--- src/rtl/conv_sequencer_pkg.sv ---
// Shared definitions for the convolution frame sequencer: default geometry and FSM states.
package conv_sequencer_pkg;
  localparam int DEF_H_RES    = 320;
  localparam int DEF_V_RES    = 240;
  localparam int DEF_AW       = 17;
  localparam int DEF_PIPE_LAT = 3;

  typedef enum logic [1:0] {
    IDLE  = 2'd0,
    RUN   = 2'd1,
    DRAIN = 2'd2,
    DONE  = 2'd3
  } seq_state_t;
endpackage

--- src/rtl/conv_sequencer_if.sv ---
// Handshake/address bundle between the sequencer and the memory/ALU side.
interface conv_sequencer_if #(parameter int AW = 17);
  logic          start;
  logic          hold;
  logic [AW-1:0] raddr_alu;
  logic [AW-1:0] waddr_alu;
  logic          wen_alu;
  logic          zero_out;
  logic          busy;
  logic          done;

  modport master (input start, hold,
                  output raddr_alu, waddr_alu, wen_alu, zero_out, busy, done);
  modport slave  (output start, hold,
                  input raddr_alu, waddr_alu, wen_alu, zero_out, busy, done);
endinterface

--- src/rtl/conv_seq_pipe.sv ---
// Fixed-latency delay line carrying {addr, valid, border} from read issue to write.
module conv_seq_pipe #(
  parameter int AW       = 17,
  parameter int PIPE_LAT = 3
) (
  input  logic          clk,
  input  logic          rst,
  input  logic          push_vld,
  input  logic [AW-1:0] push_addr,
  input  logic          push_border,
  output logic          ret_vld,
  output logic [AW-1:0] ret_addr,
  output logic          ret_border,
  output logic          inflight
);
  logic [PIPE_LAT-1:0]         vld_pipe;
  logic [PIPE_LAT-1:0]         brd_pipe;
  logic [PIPE_LAT-1:0][AW-1:0] addr_pipe;

  always_ff @(posedge clk) begin
    if (rst) begin
      vld_pipe  <= '0;
      brd_pipe  <= '0;
      addr_pipe <= '0;
    end else begin
      vld_pipe[0]  <= push_vld;
      brd_pipe[0]  <= push_border;
      addr_pipe[0] <= push_addr;
      for (int i = 1; i < PIPE_LAT; i++) begin
        vld_pipe[i]  <= vld_pipe[i-1];
        brd_pipe[i]  <= brd_pipe[i-1];
        addr_pipe[i] <= addr_pipe[i-1];
      end
    end
  end

  // Entries still travelling behind the output stage; the output stage itself retires now.
  always_comb begin
    inflight = 1'b0;
    for (int i = 0; i < PIPE_LAT - 1; i++) inflight = inflight | vld_pipe[i];
  end

  assign ret_vld    = vld_pipe[PIPE_LAT-1];
  assign ret_border = brd_pipe[PIPE_LAT-1];
  assign ret_addr   = addr_pipe[PIPE_LAT-1];
endmodule

--- src/rtl/conv_sequencer.sv ---
// Frame sequencer: walks every pixel once, issues reads, retires delayed writes.
// CONV_SEQ_BORDER_ZERO_EN: border pixels are written as zero instead of skipped.
module conv_sequencer
  import conv_sequencer_pkg::*;
#(
  parameter int H_RES    = DEF_H_RES,
  parameter int V_RES    = DEF_V_RES,
  parameter int AW       = DEF_AW,
  parameter int PIPE_LAT = DEF_PIPE_LAT
) (
  input logic              sys_clk,
  input logic              rst,
  conv_sequencer_if.master bus
);
  localparam int CW = (H_RES > 1) ? $clog2(H_RES) : 1;
  localparam int RW = (V_RES > 1) ? $clog2(V_RES) : 1;
  localparam logic [CW-1:0] COL_LAST = CW'(H_RES - 1);
  localparam logic [RW-1:0] ROW_LAST = RW'(V_RES - 1);

  seq_state_t    state, nxt;
  logic [CW-1:0] col;
  logic [RW-1:0] row;
  logic [AW-1:0] addr;
  logic          issue, last, border;
  logic          ret_vld, ret_border, inflight;
  logic [AW-1:0] ret_addr;

  assign issue  = (state == RUN) && !bus.hold;
  assign last   = (col == COL_LAST) && (row == ROW_LAST);
  assign border = (row == '0) || (row == ROW_LAST) || (col == '0) || (col == COL_LAST);

  // addr tracks row*H_RES + col by plain increment; it parks on the last pixel.
  always_ff @(posedge sys_clk) begin
    if (rst) begin
      state <= IDLE;
      col   <= '0;
      row   <= '0;
      addr  <= '0;
    end else begin
      state <= nxt;
      if (state == IDLE && bus.start) begin
        col  <= '0;
        row  <= '0;
        addr <= '0;
      end else if (issue && !last) begin
        addr <= addr + AW'(1);
        if (col == COL_LAST) begin
          col <= '0;
          row <= row + RW'(1);
        end else begin
          col <= col + CW'(1);
        end
      end
    end
  end

  always_comb begin
    nxt = state;
    case (state)
      IDLE:    if (bus.start) nxt = RUN;
      RUN:     if (issue && last) nxt = DRAIN;
      DRAIN:   if (!inflight) nxt = DONE;
      DONE:    nxt = IDLE;
      default: nxt = IDLE;
    endcase
  end

  conv_seq_pipe #(.AW(AW), .PIPE_LAT(PIPE_LAT)) u_pipe (
    .clk         (sys_clk),
    .rst         (rst),
    .push_vld    (issue),
    .push_addr   (addr),
    .push_border (border),
    .ret_vld     (ret_vld),
    .ret_addr    (ret_addr),
    .ret_border  (ret_border),
    .inflight    (inflight)
  );

  assign bus.raddr_alu = addr;
  assign bus.waddr_alu = ret_addr;
  assign bus.busy      = (state == RUN) || (state == DRAIN);
  assign bus.done      = (state == DONE);
`ifdef CONV_SEQ_BORDER_ZERO_EN
  assign bus.wen_alu   = ret_vld;
  assign bus.zero_out  = ret_vld & ret_border;
`else
  assign bus.wen_alu   = ret_vld & ~ret_border;
  assign bus.zero_out  = 1'b0;
`endif
endmodule

--- src/flat_wrapper.sv ---
// flat-port wrapper written by rule: the top's interface ports become plain ports
module conv_sequencer_flat import conv_sequencer_pkg::*;
#(
  parameter int H_RES    = DEF_H_RES,
  parameter int V_RES    = DEF_V_RES,
  parameter int AW       = DEF_AW,
  parameter int PIPE_LAT = DEF_PIPE_LAT
)
  (sys_clk, rst, bus_start, bus_hold, bus_raddr_alu, bus_waddr_alu, bus_wen_alu, bus_zero_out, bus_busy, bus_done);
  conv_sequencer_if #(.AW(AW)) bus_i ();
  input logic sys_clk;
  input logic rst;
  input wire logic [$bits(bus_i.start)-1:0] bus_start;
  input wire logic [$bits(bus_i.hold)-1:0] bus_hold;
  output wire logic [$bits(bus_i.raddr_alu)-1:0] bus_raddr_alu;
  output wire logic [$bits(bus_i.waddr_alu)-1:0] bus_waddr_alu;
  output wire logic [$bits(bus_i.wen_alu)-1:0] bus_wen_alu;
  output wire logic [$bits(bus_i.zero_out)-1:0] bus_zero_out;
  output wire logic [$bits(bus_i.busy)-1:0] bus_busy;
  output wire logic [$bits(bus_i.done)-1:0] bus_done;
  assign bus_i.start = bus_start;
  assign bus_i.hold = bus_hold;
  assign bus_raddr_alu = bus_i.raddr_alu;
  assign bus_waddr_alu = bus_i.waddr_alu;
  assign bus_wen_alu = bus_i.wen_alu;
  assign bus_zero_out = bus_i.zero_out;
  assign bus_busy = bus_i.busy;
  assign bus_done = bus_i.done;
  conv_sequencer #(.H_RES(H_RES), .V_RES(V_RES), .AW(AW), .PIPE_LAT(PIPE_LAT)) u_core (.sys_clk(sys_clk), .rst(rst), .bus(bus_i));
endmodule
--- config.mk ---
export PLATFORM = sky130hd
export DESIGN_NAME = conv_sequencer_flat
export DESIGN_NICKNAME = d
export VERILOG_FILES = /design/src/rtl/conv_sequencer_pkg.sv /design/src/rtl/conv_sequencer_if.sv /design/src/rtl/conv_seq_pipe.sv /design/src/rtl/conv_sequencer.sv /design/src/flat_wrapper.sv
export SDC_FILE = /design/constraint.sdc
export NUM_CORES = 1
export LEC_CHECK = 0
export ABC_AREA = 1
export ABC_CLOCK_PERIOD_IN_PS = 2260
export BUFFER_PORTS_ARGS = -buffer_cell sky130_fd_sc_hd__buf_2
export CAP_MARGIN = 40
export CORE_MARGIN = 2
export CORE_UTILIZATION = 60
export CTS_BUF_LIST = sky130_fd_sc_hd__clkbuf_2
export DETAILED_ROUTE_END_ITERATION = 8
export PLACE_DENSITY = 0.77
export SLEW_MARGIN = 20
export SYNTH_ARGS = -nofsm -noshare
export SYNTH_HDL_FRONTEND = slang
export SYNTH_SLANG_ARGS = --single-unit
export TNS_END_PERCENT = 20
--- constraint.sdc ---
create_clock -name sys_clk -period 2.26 [get_ports sys_clk]
set_clock_uncertainty 0.2 [all_clocks]
set_input_delay 0.226 -clock sys_clk [delete_from_list [all_inputs] [get_ports sys_clk]]
set_output_delay 0.226 -clock sys_clk [all_outputs]
set_load 0.01 [all_outputs]
---- Word-level counts from Yosys, hierarchy flattened ----
Index checks and enable logic that the tools add are counted.
cells by class
  add/sub/neg operators ................... 3
  equality and inequality tests ........... 8
  mux-type cells .......................... 5
  bitwise logic cells ..................... 3
  reductions and logical operators ........ 17
operators with widths
  cell                     number
  $add A17 B1 Y17 const B  1
  $add A9 B1 Y9 const B    1
  $eq A9 B9 Y1 const B     1
  $logic_not A9 Y1         1
  $mux W9                  1
  $add A8 B1 Y8 const B    1
  $eq A8 B8 Y1 const B     1
  $logic_not A8 Y1         1
  $pmux W2 S4              1
  $mux W2                  3
  $ne A2 B2 Y1 const B     3
  $logic_and A1 B1 Y1      5
  $eq A2 B2 Y1 const B     2
  $logic_or A1 B1 Y1       4
  $reduce_and A3 Y1        1
  $eq A2 B1 Y1 const B     1
  $logic_not A1 Y1         2
  $logic_not A2 Y1         1
  $reduce_and A2 Y1        1
  $reduce_or A2 Y1         1
  $and A1 B1 Y1            1
  $not A1 Y1               1
  $or A1 B1 Y1             1
storage, ports and cells
  register bits after elaboration ......... 93
  bits of input ports ..................... 4
  output and inout bits ................... 38
  word-level logic and storage cells ...... 45

---- Depth between registers and ports, before layout ----
Gate-level depths: netlist of run 1.
  word-level depth ........................ 5
  depth in mapped cells ................... 10
  gate-level depth less buffers ........... 10

---- Cells and area by module ----
From an unflattened synthesis of run 1, not the netlist that was laid out.
unflattened totals
  cells, all modules ...................... 531
  area, all modules ....................... 3,963.8 um2
modules (own cells, without submodules)
  module          instances  cells each  area an instance (um2)  sequential area each (um2)
  conv_sequencer  1          336         2,208.4                 720.7
  conv_seq_pipe   1          195         1,755.4                 1,141.1

---- Worst setup path before layout of run 1 ----
Ideal clock, no wire load.
  kind .................................... register -> register
  start ................................... reg u_core.state[0]
  end ..................................... reg u_core.addr[0], in the netlist u_core.bus.raddr_alu[0]
  setup time .............................. 0.070 ns
  arrival ................................. 1.421 ns
  data required time ...................... 1.990 ns
  setup slack ............................. 0.568 ns
  cell stages (with the launch flop) ...... 8
  buffers on the path ..................... 2
  period minus slack after synthesis ...... 1.692 ns
  cells stage by stage .................... dfxtp_1 inv_1 ha_1 a21oi_1 inv_1 buf_2 buf_1 a21oi_1
between the ends
  word-level cells in the longest chain between the ends .. 3
  elaborated cells on any way between the ends .. 6
  those cells by class .................... eq/ne (1); reduce/logical (5)
RTL lines
  what                                                     line                                        RTL
  start, declared                                          conv_sequencer.sv:20                        seq_state_t state, nxt;
  start signal, assigned                                   conv_sequencer.sv:40                        state <= nxt;
  $eq A2 B1 Y1 or $logic_not A2 Y1 (tied branches)         conv_sequencer.sv:28, conv_sequencer.sv:41
  $logic_and A1 B1 Y1, on equally long branches            conv_sequencer.sv:28, conv_sequencer.sv:41
  $logic_and A1 B1 Y1 or $reduce_or A2 Y1 (tied branches)  n/a
  end signal, assigned                                     conv_sequencer.sv:46                        addr <= addr + AW'(1);
  end, declared                                            conv_sequencer.sv:23                        logic [AW-1:0] addr;
Several ways; a longest one is shown, not always the timed one.
A chain may end at the register's enable or synchronous reset.

---- Worst setup path in the final report of run 1 ----
  start ................................... reg u_core.state[0]
  end ..................................... out bus_busy
between the ends
  word-level cells in the longest chain between the ends .. 2
  elaborated cells on any way between the ends .. 3
  those cells by class .................... eq/ne (2); reduce/logical (1)
RTL lines
  what                                          line                  RTL
  $eq A2 B1 Y1 or $eq A2 B2 Y1 (tied branches)  conv_sequencer.sv:82  assign bus.busy = (state == RUN) || (state == DRAIN);
  $logic_or A1 B1 Y1 (*)                        conv_sequencer.sv:82
  end, declared                                 flat_wrapper.sv:19    output wire logic [$bits(bus_i.busy)-1:0] bus_busy;
Every way passes the cells marked *; elsewhere a longest branch is shown, timed or not.

==> results of run 1 <==
[synth_stat cells, drive strengths merged]
library cell	instances
ha	10
xnor2	3
clkbuf	6
a22oi	1
nand2	105
buf	27
inv	88
o21ai	9
nor2	97
conb	1
nor3	5
dfxtp	93
a21oi	39
xor2	12
nand4	8
nand3	23
or2	1
clkinv	1
[report_power, final]
part,switching (mW),total (mW),internal [mW]
sequential,0.0335,1.72,1.68
clock,0.603,0.888,0.285
combinational,0.257,0.389,0.132
[sequential cells by signal, indices dropped and copies added (netlist names)]
name and cells:
u_core.u_pipe.addr_pipe 34, u_core.bus.raddr_alu 17, u_core.u_pipe.ret_addr 17, u_core.col 9
u_core.row 8, u_core.u_pipe.brd_pipe 3, u_core.u_pipe.vld_pipe 3, u_core.state 2
[metal layers]
layer / share of wire / global-route usage / vias up
met5: 0 / 0 / -
met4: 0.022 / 0.102 / 0
met3: 0.045 / 0.0379 / 15
met2: 0.47 / 0.351 / 69
met1: 0.46 / 0.258 / 1385
li1: - / - / 1637
[logic make-up after synthesis]
| group | after synthesis |
|---|---|
| other | 1 |
| flip-flops | 93 |
| AO/OA/AOI/OAI | 49 |
| adder cells (fa/ha/maj) | 10 |
| XOR/XNOR | 15 |
| AND/OR/NAND/NOR | 239 |
| buffers and inverters | 122 |
[worst max path at each step]
stage	startpoint	end	slack, ns	cells after the start
after floorplan	u_core.state[0]	u_core.bus.raddr_alu[0]	0.57	7
after global placement	u_core.col[0]	u_core.bus.raddr_alu[1]	0.52	9
after detailed placement	u_core.col[0]	u_core.col[2]	0.43	9
after CTS	u_core.state[0]	bus_busy	0.24	3
after global routing	u_core.state[0]	bus_busy	0.14	3
final	u_core.state[0]	bus_busy	0.27	3
[worst min-delay path: cells and delay by family (launching register included)]
family,cells,cell delay (ns)
flops,1,0.35
buf+inv,1,0.04
simple gates,1,0.03
[layout make-up]
type | instances | area share
Timing Repair Buffer | 50 | 0.0669
Clock buffer | 9 | 0.0107
Clock inverter | 7 | 0.0219
Tap cell | 77 | 0.0228
Sequential cell | 93 | 0.441
Inverter | 89 | 0.0791
Multi-Input combinational cell | 314 | 0.358
[layout by cell type (no fill, tap or decap), drive strengths merged]
master       synthesis  layout
nand2              105     105
nor2                97      97
dfxtp               93      93
inv                 88      91
buf                 27      47
a21oi               39      39
nand3               23      23
xor2                12      12
ha                  10      10
clkbuf               6       9
o21ai                9       9
nand4                8       8
nor3                 5       5
xnor2                3       3
dlygate4sd3          0       3
clkinvlp             0       2
clkinv               1       2
or2                  1       1
a22oi                1       1
conb                 1       1
bufinv               0       1
[metrics by stage]
step	worst slack, ns	power [mW]	cell area [µm²]	std cells
floorplan	0.568	2.03	3920	529
global placement	0.517	2.11	4060	620
detailed placement	0.433	2.13	4060	620
CTS	0.245	3.02	4230	639
global route	0.140	3.15	4230	639
finish	0.271	2.99	4230	639
[what timing repair did]
| item | 4_1_cts | 5_1_grt |
|---|---|---|
| resized for setup | 0 | 0 |
| hold endpoints to repair | 8 | 0 |
| hold buffers | 3 | 0 |
==> metrics, run 1 <==
top cell type's share of synthesized area=0.475; Slew Viols, Final=0; sequential cell area=1860 µm²; CP Max Fanout=4; hold-critical path depth=2; Max-Cap Viols=0; Synth Net Count=between 500 and 600; Data required, critical path=1.83 ns; Setup-failing EPs final=0; Syn. warnings=0; final core utilization=0.665; Reg2Reg Setup Slack=between 0.3 and 0.4 ns; flops & latches, synth=93; global placer's final weighted congestion=~0.88; drt total wl=6.95 mm; core area=between 6000 and 7000 µm²; Hold Path End=u_core.u_pipe.ret_addr[0]; Filler cells=549; # IOs=42; cells after synthesis=between 500 and 600; VDD IR max=roughly 0.46 mV; simple-gate share of the synthesized area=0.255; CP max stage cell=dfxtp_1; detailed-placement wirelength estimate=4.80 mm; largest net degree at the start of global routing=59; clock sinks=a little over 90; kind of critical path=reg2out; global-route wire length before repair=~12 mm; Final nets=about 570; Post-Synth Adder-Cell Area=0.0319; synthesized area=a little under 4000 µm²; Leak=1.81 nW; crit end category=primary output; Die Span Y=~85 µm; clk_lat worst skew=between 0.5 and 0.6 ns; final period demand of the worst path=approximately 2 ns; Top Family by Delay on Critical Path=flip-flops; reg-to-reg critical path startpoint=u_core.col[0]; pwr dens=just over 700 nW/µm²; worst slew pin tran=between 0.5 and 0.6 ns; Die Area=roughly 7200 µm²; Synth Area in Compound Gates=0.0642; clock slew at reported path FFs=between 0.2 and 0.3 ns; Starting Density=0.617; vias per std cell=~4.9; Die Width=84.8 µm; DR vias=a little over 3000; clk buf depth=2; # H-tree levels=3; cell taking the most area after synthesis=dfxtp_1; hold crit path type=reg2reg; Final Cycle Share=0.880; Slew HR=0.630; TritonCTS clock tree=yes; XOR/XNOR Fraction of Synth Area=0.0335; worst hold start=u_core.u_pipe.addr_pipe[17]; Fmax=roughly 500 MHz; initial drt markers=198; multiplexer area fraction after synthesis=0; Min Hold Slack=0.195 ns; Residual DRC=0; vias in the first global route=2871; antenna violations before repair=0; status=finished, final reports clean; input/output buffers=40; # rows=29; Netlist cell types=29; grt total ovfl=0; Crit path buffers/inverters=2; RR Endpoint=u_core.bus.raddr_alu[10]; P&R area growth vs syn=7.79%; largest cells by area after synthesis=dfxtp_1 47%, nand2_1 9.7%, nor2_1 9.0%; n_diodes=0; setup_tns=0 ns; Num CTS Buffers=9; post-CTS setup buffer count=0; remaining antenna violation count=0; clock root buffer=clkbuf_2; critical path's largest stage delay=0.45 ns; crit path DAT=approximately 1.6 ns; main combinational cell family by area after synthesis=simple AND/OR/NAND/NOR gates; fraction of layout cells with a size suffix above 1=0.132; Final Hold Fails=0; sequential-to-total area share from yosys stat=0.475; Post-Syn Area per Cell=between 7 and 8 µm²; setup repair after global routing missed its margin=no; WL/cell=10.9 µm; overall routing resource usage=0.209; DRT Pass-1 Iters=4; reg2reg path depth=9; worst path cell trace=inv_1, ha_1, buf_2; crit start category=flop; area occupied by multi-input gates=between 1500 and 2000 µm²
Power figures use the tool's default switching activity.
==> run 2: changes to the inputs <==
--- a/config.mk
+++ b/config.mk
@@ -10,10 +10,10 @@
 export BUFFER_PORTS_ARGS = -buffer_cell sky130_fd_sc_hd__buf_2
 export CAP_MARGIN = 40
 export CORE_MARGIN = 2
-export CORE_UTILIZATION = 60
+export CORE_UTILIZATION = 45
 export CTS_BUF_LIST = sky130_fd_sc_hd__clkbuf_2
 export DETAILED_ROUTE_END_ITERATION = 8
-export PLACE_DENSITY = 0.77
+export PLACE_DENSITY = 0.6
 export SLEW_MARGIN = 20
 export SYNTH_ARGS = -nofsm -noshare
 export SYNTH_HDL_FRONTEND = slang
==> metrics, run 2 (synthesis results as in run 1) <==
clk buf depth=2; Slew Viols, Final=0; Final nets=570; setup repair after global routing missed its margin=no; DR WL met2=between 3 and 4 mm; crit path DAT=between 2 and 2.5 ns; Setup-failing EPs final=0; Num CTS Buffers=9; core area=around 8600 µm²; # IOs=42; drt total wl=7.26 mm; Pwr Total=between 2 and 3 mW; hold crit path type=reg2reg; TritonCTS clock tree=yes; Slew HR=0.630; pwr dens=~700 nW/µm²; vias in the first global route=approximately 2800; Final Cycle Share=0.924; most frequent cells in the layout=101 x nand2_1, 94 x nor2_1, 93 x dfxtp_1; DRT Pass-1 Iters=4; post-CTS setup buffer count=0; detailed-placement wirelength estimate=~5.1 mm; input/output buffers=40; fraction of layout cells with a size suffix above 1=0.128; clk_lat worst skew=~0.54 ns; overall routing resource usage=0.163; VDD IR max=0.262 mV; DR WL met3=roughly 270 µm; # H-tree levels=3; largest net degree at the start of global routing=59; Leak=1.81 nW; n_diodes=0; P&R area growth vs syn=8.52%; remaining antenna violation count=0; DR vias=a little over 3000; status=finished, final reports clean; # rows=34; Die Width=97.3 µm; Starting Density=0.456; clock root buffer=clkbuf_2; final core utilization=0.495; Data required, critical path=2.55 ns; Die Span Y=97.3 µm; setup_tns=0 ns; clock slew at reported path FFs=approximately 0.28 ns; antenna violations before repair=0; worst slew pin tran=0.555 ns; Met1 Routed Length=~3.4 mm; WL/cell=10.9 µm; pre-CTS setup slack=~0.36 ns; max reg flops=34; initial drt markers=~130; top layer used by detailed routing=met4; clock sinks=93; global placer's final weighted congestion=0.832; vias per std cell=4.57; kind of critical path=reg2reg; global-route wire length before repair=~13 mm; final period demand of the worst path=around 2.1 ns; Fmax=around 480 MHz; final setup margin=0.171 ns; grt total ovfl=0; CP Max Fanout=5; Filler cells=890; crit start category=flop; crit end category=flop; Reg with most FFs=u_core.u_pipe.addr_pipe; Residual DRC=0; Final Hold Fails=0; commonest non-fill, non-tap cell in the layout=nand2_1; Die Area=roughly 9500 µm²; Max-Cap Viols=0
run 2: cell count changes in the layout (fill, tap and decap cells not counted), sizes merged:
cell,delta
buf,-2
clkinvlp,-2
dlygate4sd3,+1
inv,+2
run 2: repair_timing:
action / CTS / global route
gates resized for setup: 0 / 0
hold endpoints to repair: 14 / 0
hold buffers: 4 / 0
endpoints found under the setup margin: 0 / 0
run 2: through the flow:
step	instances	cell area [µm²]	hold WS (ns)
finish	669	4250	0.198
floorplan	529	3920	0.188
global route	669	4250	0.198
detailed placement	649	4080	0.192
global placement	649	4080	0.189
CTS	669	4250	0.196
run 2: metal layers:
metal,vias to the layer above,global-route usage
met1,1374,0.202
met4,0,0.0491
met5,-,0
li1,1634,-
met2,44,0.278
met3,2,0.0432
run 2: area by class of cell:
cell class | instances | area, µm² | share of cell area
sequential | 93 | 1860 | 0.438
multi-input combinational | 314 | 1510 | 0.356
inverter | 89 | 334 | 0.0785
timing repair buffer | 49 | 278 | 0.0653
tap | 108 | 135 | 0.0318
clock inverter | 7 | 87.6 | 0.0206
clock buffer | 9 | 45.0 | 0.0106
run 2: final timing paths:
path	slack, ns	startpoint	endpoint	depth (start not counted)
worst min register to register	0.20	u_core.u_pipe.addr_pipe[6]	u_core.u_pipe.addr_pipe[23]	2
worst max-delay path	0.17	u_core.state[0]	u_core.row[4]	6
worst min-delay path	0.20	u_core.u_pipe.addr_pipe[6]	u_core.u_pipe.addr_pipe[23]	2
worst max register to register	0.17	u_core.state[0]	u_core.row[4]	6
run 2: worst max-delay path: stages, from the launching register on:
cell	delay, ns
dfxtp_1	0.46
inv_1	0.10
ha_1	0.21
a21oi_1	0.21
inv_1	0.10
dlygate4sd3_1	0.63
a21oi_1	0.13
run 2: power by group:
part / switching (mW) / internal (mW) / leakage (nW) / total [mW]
Combinational: 0.259 / 0.126 / 0.980 / 0.385
Sequential: 0.0353 / 1.68 / 0.751 / 1.72
Clock: 0.607 / 0.288 / 0.0813 / 0.895
Total: 0.901 / 2.10 / 1.81 / 3.00
==> run 3: changes to the inputs <==
==> constraint.sdc (replaced) <==
create_clock -name sys_clk -period 2.26 [get_ports sys_clk]
set_clock_uncertainty 0.2 [all_clocks]
set_input_delay 0.113 -clock sys_clk [delete_from_list [all_inputs] [get_ports sys_clk]]
set_output_delay 0.113 -clock sys_clk [all_outputs]
set_load 0.01 [all_outputs]
==> metrics, run 3 (synthesis results as in run 1) <==
crit path DAT=~2.2 ns; setup repair after global routing missed its margin=no; Clk network pwr share=0.269; vias per std cell=roughly 4.5; critical path's largest stage delay=about 0.5 ns; detailed-placement wirelength estimate=around 5.2 mm; sequential share of power=0.597; max reg flops=34; antenna violations before repair=0; most frequent cells in the layout=101 x nand2_1, 94 x nor2_1, 93 x dfxtp_1; remaining antenna violation count=0; n_diodes=0; grt total ovfl=0; global placer's final weighted congestion=0.799; clk_lat worst skew=between 0.5 and 0.6 ns; Crit. Startpoint=u_core.bus.raddr_alu[0]; sequential cell area=about 1900 µm²; CP max stage cell=dfxtp_1; clk buf depth=2; largest net degree at the start of global routing=30; Max-Cap Viols=0; WL/cell=between 10 and 15 µm; Fmax=roughly 530 MHz; CP Max Fanout=6; DRT Pass-1 Iters=4; clock slew at reported path FFs=approximately 0.27 ns; crit end category=flop; clock root buffer=clkbuf_2; combinational fraction of design power=0.134; # rows=34; initial drt markers=around 70; Starting Density=0.456; Final Cycle Share=0.832; Sw Ratio=0.310; Reg with most FFs=u_core.u_pipe.addr_pipe; core area=8590 µm²; Filler cells=between 800 and 900; drt total wl=7.29 mm; crit start category=flop; fraction of layout cells with a size suffix above 1=0.131; Residual DRC=0; status=finished, final reports clean; commonest non-fill, non-tap cell in the layout=nand2_1; worst hold start=u_core.u_pipe.addr_pipe[6]; setup_tns=0 ns; area occupied by multi-input gates=around 1500 µm²; Final nets=between 500 and 600; Setup-failing EPs final=0; placed cells=approximately 650; # IOs=42; placed inst area=approximately 4100 µm²; final period demand of the worst path=between 1.5 and 2 ns; Slew Viols, Final=0; P_int=~2.0 mW; Num CTS Buffers=9; Cell Count, Final, Fillers Out=between 600 and 700; TritonCTS clock tree=yes; clock sinks=93; VDD IR max=approximately 0.22 mV; final instance area=between 4000 and 5000 µm²; worst path cell trace=ha_1, nand3_1, nor2_1, nand4_1, nand2_1, nand2_1, a21oi_1; global-route wire length before repair=12.8 mm; Leak=about 1.8 nW; Sw Pwr=between 0.8 and 0.9 mW; input/output buffers=40; overall routing resource usage=0.164; Data required, critical path=roughly 2.6 ns; pwr dens=slightly below 700 nW/µm²; DR vias=~3000; Die Span Y=roughly 100 µm; Die Width=just under 100 µm; Die Area=about 9500 µm²; post-CTS setup buffer count=0; # H-tree levels=3; hold crit path type=reg2reg; kind of critical path=reg2reg; vias in the first global route=2927; Pwr Total=around 2.9 mW; most used cell, CP=nand2_1; P&R area growth vs syn=8.20%; reg-to-reg critical path startpoint=u_core.bus.raddr_alu[0]; Final Hold Fails=0
==> run 3: power by group through the flow <==
stage / sequential (mW) / clock (mW) / combinational, mW
2_1_floorplan: 1.74 / 0 / 0.287
3_3_place_gp: 1.75 / 0 / 0.376
3_5_place_dp: 1.75 / 0 / 0.387
4_1_cts: 1.72 / 0.810 / 0.396
5_1_grt: 1.73 / 0.880 / 0.443
6_report: 1.72 / 0.774 / 0.386
==> run 3: final cells by class <==
cell class	count	share of cell area
Clock buffer	10	0.0118
Tap cell	108	0.0319
Timing Repair Buffer	51	0.0690
Sequential cell	93	0.439
Inverter	89	0.0788
Multi-Input combinational cell	314	0.357
Clock inverter	6	0.0130
==> run 3: worst paths after layout <==
path,endpoint,slack [ns],cells after the start
hold / removal,u_core.u_pipe.addr_pipe[23],0.19,2
hold reg to reg,u_core.u_pipe.addr_pipe[23],0.19,2
setup reg to reg,u_core.bus.raddr_alu[10],0.38,7
setup / recovery,u_core.bus.raddr_alu[10],0.38,7
==> run 3: what timing repair did <==
item / 4_1_cts / 5_1_grt
gates resized for setup: 0 / 0
hold buffers: 4 / 0
hold endpoints to repair: 91 / 0
==> run 3: per-stage QoR <==
step / util / setup slack [ns] / hold slack (ns)
detailed placement: 0.477 / 0.403 / 0.192
floorplan: - / 0.568 / 0.125
finish: 0.494 / 0.380 / 0.187
CTS: 0.494 / 0.346 / 0.184
global placement: 0.477 / 0.404 / 0.188
global route: 0.494 / 0.129 / 0.215
==> run 3: worst max-delay path, delay by kind of cell (launching register included) <==
family | cells | cell delay, ns
AOI/OAI and AO/OA | 1 | 0.12
adders and majority gates | 1 | 0.22
DFF | 1 | 0.49
and+or+nand+nor | 5 | 0.81
==> run 3: routing by layer <==
metal	GRT usage	up-vias	share of wire
met2	0.287	45	0.48
li1	-	1632	-
met1	0.196	1360	0.47
met3	0.0266	11	0.026
met5	0	-	0
met4	0.0780	0	0.020
